File: src/rtl/ps2_led_bank.sv
// ps2_led_bank
//   Bank of keyboard-driven LED channels fed by a PS/2 byte receiver.
//   A shared prefix decoder tracks E0 (extended) and F0 (break) prefixes.
//   Each channel watches for its own make code. It must see the key held
//   for HOLD_TICKS tick_300k pulses before it toggles its LED (toggle
//   mode) or lights it until release (momentary mode).
//
// Ports
//   clk_2            in   system clock, rising edge
//   rst_n            in   asynchronous active-low reset
//   tick_300k        in   hold-time count enable, synchronous to clk_2
//   code_new_updated in   one-cycle strobe qualifying check_code
//   check_code       in   received scan-code byte
//   leds             out  LED drive, one bit per channel
//   led_changed      out  one-cycle pulse, one edge after a leds bit changes
//   dbg_state        out  per-channel FSM state, 2 bits per channel
//                         (00 idle, 01 hold, 10 wait-release)
//
// Handshake: code_new_updated is a strobe with no backpressure; the byte on
// check_code is consumed on every clock edge where the strobe is high, so
// back-to-back strobes are accepted.
module ps2_led_bank #(
    parameter int                N_CH       = 3,
    parameter logic [8*N_CH-1:0] KEY_CODES  = {8'h7E, 8'h77, 8'h58},
    parameter logic [N_CH-1:0]   MODE       = 3'b000,
    parameter int                HOLD_TICKS = 151
) (
    input  logic                clk_2,
    input  logic                rst_n,
    input  logic                tick_300k,
    input  logic                code_new_updated,
    input  logic [7:0]          check_code,
    output logic [N_CH-1:0]     leds,
    output logic [N_CH-1:0]     led_changed,
    output logic [2*N_CH-1:0]   dbg_state
);

    localparam int             CW   = $clog2(HOLD_TICKS + 1);
    localparam logic [CW-1:0]  LAST = CW'(HOLD_TICKS - 1);

    typedef enum logic [1:0] {
        S_IDLE = 2'b00,
        S_HOLD = 2'b01,
        S_WAIT = 2'b10
    } state_t;

    state_t          r_state [N_CH];
    state_t          w_next  [N_CH];
    logic [CW-1:0]   r_cnt   [N_CH];
    logic            r_ext_pend;
    logic            r_brk_pend;
    logic [N_CH-1:0] r_leds_d;

    logic            w_is_e0;
    logic            w_is_f0;
    logic            w_key_byte;
    logic [N_CH-1:0] w_press;
    logic [N_CH-1:0] w_rel;
    logic [N_CH-1:0] w_act;
    logic [N_CH-1:0] w_clr;

    // ---------------- shared prefix decoder ----------------
    assign w_is_e0    = (check_code == 8'hE0);
    assign w_is_f0    = (check_code == 8'hF0);
    assign w_key_byte = code_new_updated && !w_is_e0 && !w_is_f0;

    always_ff @(posedge clk_2 or negedge rst_n) begin
        if (!rst_n) begin
            r_ext_pend <= 1'b0;
            r_brk_pend <= 1'b0;
        end else if (code_new_updated) begin
            if (w_is_e0) begin
                r_ext_pend <= 1'b1;
            end else if (w_is_f0) begin
                r_brk_pend <= 1'b1;
            end else begin
                // key byte consumes both prefixes
                r_ext_pend <= 1'b0;
                r_brk_pend <= 1'b0;
            end
        end
    end

    // Key events; extended keys never match any channel.
    always_comb begin
        w_press = '0;
        w_rel   = '0;
        for (int i = 0; i < N_CH; i++) begin
            if (w_key_byte && !r_ext_pend && (check_code == KEY_CODES[8*i +: 8])) begin
                w_press[i] = !r_brk_pend;
                w_rel[i]   = r_brk_pend;
            end
        end
    end

    // ---------------- per-channel FSM: state register ----------------
    always_ff @(posedge clk_2 or negedge rst_n) begin
        if (!rst_n) begin
            for (int i = 0; i < N_CH; i++) begin
                r_state[i] <= S_IDLE;
            end
        end else begin
            for (int i = 0; i < N_CH; i++) begin
                r_state[i] <= w_next[i];
            end
        end
    end

    // ---------------- per-channel FSM: next state ----------------
    // A release on the activating tick wins: HOLD tests release first.
    always_comb begin
        for (int i = 0; i < N_CH; i++) begin
            w_next[i] = r_state[i];
            case (r_state[i])
                S_IDLE: if (w_press[i]) w_next[i] = S_HOLD;
                S_HOLD: begin
                    if (w_rel[i]) begin
                        w_next[i] = S_IDLE;
                    end else if (tick_300k && (r_cnt[i] == LAST)) begin
                        w_next[i] = S_WAIT;
                    end
                end
                S_WAIT: if (w_rel[i]) w_next[i] = S_IDLE;
                default: w_next[i] = S_IDLE;
            endcase
        end
    end

    // ---------------- per-channel FSM: outputs ----------------
    always_comb begin
        w_act     = '0;
        w_clr     = '0;
        dbg_state = '0;
        for (int i = 0; i < N_CH; i++) begin
            w_act[i] = (r_state[i] == S_HOLD) && tick_300k && !w_rel[i]
                       && (r_cnt[i] == LAST);
            w_clr[i] = (r_state[i] == S_WAIT) && w_rel[i] && MODE[i];
            dbg_state[2*i +: 2] = r_state[i];
        end
    end

    // Hold counter: cleared on press, advanced by ticks while holding.
    // The activating tick leaves HOLD, so the count never exceeds HOLD_TICKS.
    always_ff @(posedge clk_2 or negedge rst_n) begin
        if (!rst_n) begin
            for (int i = 0; i < N_CH; i++) begin
                r_cnt[i] <= '0;
            end
        end else begin
            for (int i = 0; i < N_CH; i++) begin
                if ((r_state[i] == S_IDLE) && w_press[i]) begin
                    r_cnt[i] <= '0;
                end else if ((r_state[i] == S_HOLD) && tick_300k && !w_rel[i]) begin
                    r_cnt[i] <= r_cnt[i] + 1'b1;
                end
            end
        end
    end

    // LED drive and change pulse (one edge after the LED moves).
    always_ff @(posedge clk_2 or negedge rst_n) begin
        if (!rst_n) begin
            leds        <= '0;
            r_leds_d    <= '0;
            led_changed <= '0;
        end else begin
            for (int i = 0; i < N_CH; i++) begin
                if (w_act[i]) begin
                    leds[i] <= MODE[i] ? 1'b1 : ~leds[i];
                end else if (w_clr[i]) begin
                    leds[i] <= 1'b0;
                end
            end
            r_leds_d    <= leds;
            led_changed <= leds ^ r_leds_d;
        end
    end

endmodule

File: config.mk
export PLATFORM = sky130hd
export DESIGN_NAME = ps2_led_bank
export DESIGN_NICKNAME = d
export VERILOG_FILES = /design/src/rtl/ps2_led_bank.sv
export SDC_FILE = /design/constraint.sdc
export NUM_CORES = 1
export LEC_CHECK = 0
export BUFFER_PORTS_ARGS = -buffer_cell sky130_fd_sc_hd__buf_2
export CAP_MARGIN = 20
export CORE_AREA = 2 2 77 79
export CTS_CLUSTER_DIAMETER = 30
export DETAILED_ROUTE_END_ITERATION = 7
export DIE_AREA = 0 0 79 81
export PLACE_DENSITY_LB_ADDON = 0.3
export SLEW_MARGIN = 20
export SYNTH_ARGS = -nofsm -noshare
export SYNTH_HDL_FRONTEND = slang
export SYNTH_SLANG_ARGS = --single-unit
File: constraint.sdc
create_clock -name clk_2 -period 2.3 [get_ports clk_2]
set_input_delay 0.23 -clock clk_2 [delete_from_list [all_inputs] [get_ports clk_2]]
set_output_delay 0.23 -clock clk_2 [all_outputs]
set_load 0.03 [all_outputs]
==> key figures <==
Status
  • Status: finished clean

Clock network
  • Root Buffer: clkbuf_8
  • CTS buffer count: 5
  • Post-CTS setup buffers: 0
  • Clock sink total: 41
  • Worst skew pair latency: 290 ps
  • Worst-path clk slew: 80 ps
  • Clock Path Buffers: 2
  • CTS tree: yes
  • Number of H-tree levels: 2

Worst hold path
  • Hold Path Class: in2reg
  • Hold Path Origin: code_new_updated

Global route
  • Initial antenna violation count: 0
  • Vias in the first global route: 1558
  • Total congestion overflow: 0
  • Largest net degree at the start of global routing: 22
  • First-pass GRT wire length: 7182 µm
  • Total GRT Usage: 14.24%

Placed design
  • DP Worst Slack: 457.6 ps
  • Port buffer count: 23
  • Placer Congestion: 0.7609
  • Hpwl dp: 3021 µm

Synthesis
  • Commonest cells in the netlist: dfrtp_1 (41), nand2_1 (23), mux2i_1 (16)
  • Sequential area share after synthesis: 47.56%
  • Complex-gate fraction of the synthesized area: 7.483%
  • Synth Instances: 212
  • Mapped Nets: 230
  • Synth warn: 0
  • Avg Cell Area, Syn: 10.17 µm²
  • Area leader, netlist: dfrtp_1
  • Post-synthesis adder-cell area fraction: 3.480%
  • #FFs+latches synth: 41
  • Top post-synthesis cells by area: dfrtp_1 (48%), mux2i_1 (7.4%), nand4_1 (4.4%)
  • Post-synthesis xor/xnor area fraction: 2.436%
  • Synth cell types: 42
  • Post-synthesis mux area share: 7.425%
  • Synth Area in Simple Gates: 28.36%
  • Count leader, synth: dfrtp_1
  • Largest family of logic cells by synthesized area: simple AND/OR/NAND/NOR gates
  • Ys async rst share: 100.0%
  • Post-synth top area share: 47.56%
  • Number of enable flip-flop cells after synthesis: 0
  • Post-synth top flop: dfrtp_1
  • Mapped cell area: 0.002157 mm²

Layout
  • End-of-flow core utilization: 42.88%
  • Fin nets: 255
  • Area delta synth->final: 12.82%
  • Antenna Cells: 0
  • Proportion of layout cells with a drive suffix above 1: 15.13%
  • Fillers: 572

Worst setup path
  • Kind of critical path: reg2reg
  • Worst setup path start: r_ext_pend
  • Critical path arrival: 1970 ps
  • CP Data Required Time: 2490 ps
  • Setup crit end kind: register
  • R2R Path Start: r_ext_pend
  • Worst-path maximum fanout: 8
  • Worst Setup Start Kind: register

STA
  • RSZ-0062 raised after global routing: no
  • Final setup viols: 0
  • Final Hold Vio Count: 0
  • Final slew viol count: 0
  • Crit path time final: 1780 ps
  • Slew headroom: 57.26%
  • Final WS setup: 520.4 ps
  • Final period utilization: 77.37%
  • Worst Tran Pin Value: 632.8 ps
  • Fmax: 561.9 MHz
  • Setup TNS: 0 ps
  • Setup Skew: 12.10 ps

Power
  • Pleak: 1.195 nW
  • Sequential Power Share: 55.5%
  • Net switching power: 0.0004698 W
  • Net Sw Frac: 29.51%
  • Combinational power share: 15.7%
  • Power Density: 654.3 mW/mm²
  • Cell Int Power: 0.001122 W
  • VDD IR max: 319.9 µV
  • Clock power frac: 28.8%

Routing
  • Routed Antenna Nets: 0
  • First drt pass iteration count: 4
  • Average wire per standard cell: 13.47 µm
  • 1st-iter DRT viols: 55
  • WL final: 4215 µm
  • Vias per Instance: 5.355
  • # DRC: 0
  • DR vias: 1676

Floorplanning
  • Total die area: 0.006399 mm²
  • Core Area: 0.005675 mm²
  • Die Y-Extent: 81 µm
  • Rows: 28
  • Starting Density: 38.01%
  • Die W: 79 µm
  • Io pins: 24

Run
  • Max-cap violation count: 0
==> repair_timing <==
item	CTS	global route
endpoints found under the hold margin	20	0
resized for setup	0	0
hold buffers	1	0
==> worst paths after layout <==
kind / end / depth (start not counted) / slack, ps
worst max register to register: r_cnt[1] / 4 / 520
min in group asynchronous: r_cnt[13] / 2 / 410
max in group asynchronous: r_leds_d[0] / 3 / 1220
worst min-delay path: r_ext_pend / 2 / 170
worst min register to register: led_changed[2] / 1 / 440
worst max-delay path: r_cnt[1] / 4 / 520
==> critical path, stage by stage, from the launching register on <==
cell and delay, ps:
dfrtp_1 360, and4bb_1 300, a41oi_1 590, nand2_1 190, a31o_1 250
==> flip-flops by register name, summed over array words and instances, names as in the netlist <==
signal	count
led_changed	3
leds	3
r_cnt	24
r_ext_pend	1
r_leds_d	3
dbg_state	6
r_brk_pend	1
==> placed cells by master, fill, tap and decap left out, types with 3 or more instances in the layout <==
| cell | instances |
|---|---|
| xnor2_1 | 3 |
| o21ai_0 | 5 |
| and3_1 | 3 |
| a21oi_1 | 12 |
| nand4_1 | 15 |
| nand3_1 | 9 |
| nand2b_1 | 4 |
| buf_4 | 4 |
| xor2_1 | 3 |
| nand2_1 | 23 |
| or3_1 | 4 |
| dfrtp_1 | 41 |
| buf_2 | 23 |
| and4_1 | 8 |
| mux2i_1 | 16 |
| inv_1 | 4 |
| nor3_1 | 6 |
| nor2b_1 | 6 |
| a31oi_1 | 3 |
| ha_1 | 6 |
| clkbuf_8 | 5 |
| nor4b_1 | 3 |
| nor2_1 | 7 |
==> kinds of logic after synthesis <==
logic type | after synthesis
AND/OR/NAND/NOR | 102
flip-flops | 41
AO/OA/AOI/OAI | 27
multiplexers | 16
buffers and inverters | 14
XOR/XNOR | 6
adder cells (fa/ha/maj) | 6
==> metrics by stage <==
stage          area, µm²  power [W]  cells  hold WS [ps]
5_1_grt             2434   0.001696    313         183.8
3_5_place_dp        2341   0.001152    304         221.9
3_3_place_gp        2341   0.001141    304         212.4
2_1_floorplan       2157   0.001061    212        -65.59
4_1_cts             2434   0.001623    313         158.1
6_report            2434   0.001592    313         167.6
==> per-layer routing <==
| metal | up-vias | GRT usage [%] | wire length (µm) |
|---|---|---|---|
| li1 | 837 | - | - |
| met4 | 0 | 7.069 | 119 |
| met1 | 792 | 19.68 | 2114 |
| met3 | 10 | 2.778 | 184 |
| met2 | 37 | 21.44 | 1796 |
| met5 | - | 0 | 0 |
==> area by class of cell <==
cell class	instances	area [µm²]	area share, %
clock buffer	6	72.57	2.982
clock inverter	2	10.01	0.4113
inverter	4	15.01	0.6170
multi-input combinational	157	1061	43.60
sequential	41	1026	42.16
tap	75	93.84	3.856
timing repair buffer	28	155.1	6.375
==> power by group through the flow <==
stage	Sequential, W	Combinational (W)	Clock, W
floorplan	0.000881	0.000179	0
global placement	0.000896	0.000245	0
detailed placement	0.000899	0.000253	0
CTS	0.000884	0.000255	0.000484
global route	0.000906	0.000293	0.000498
finish	0.000884	0.000250	0.000459
Note: power is estimated with default switching activity, not from simulation.
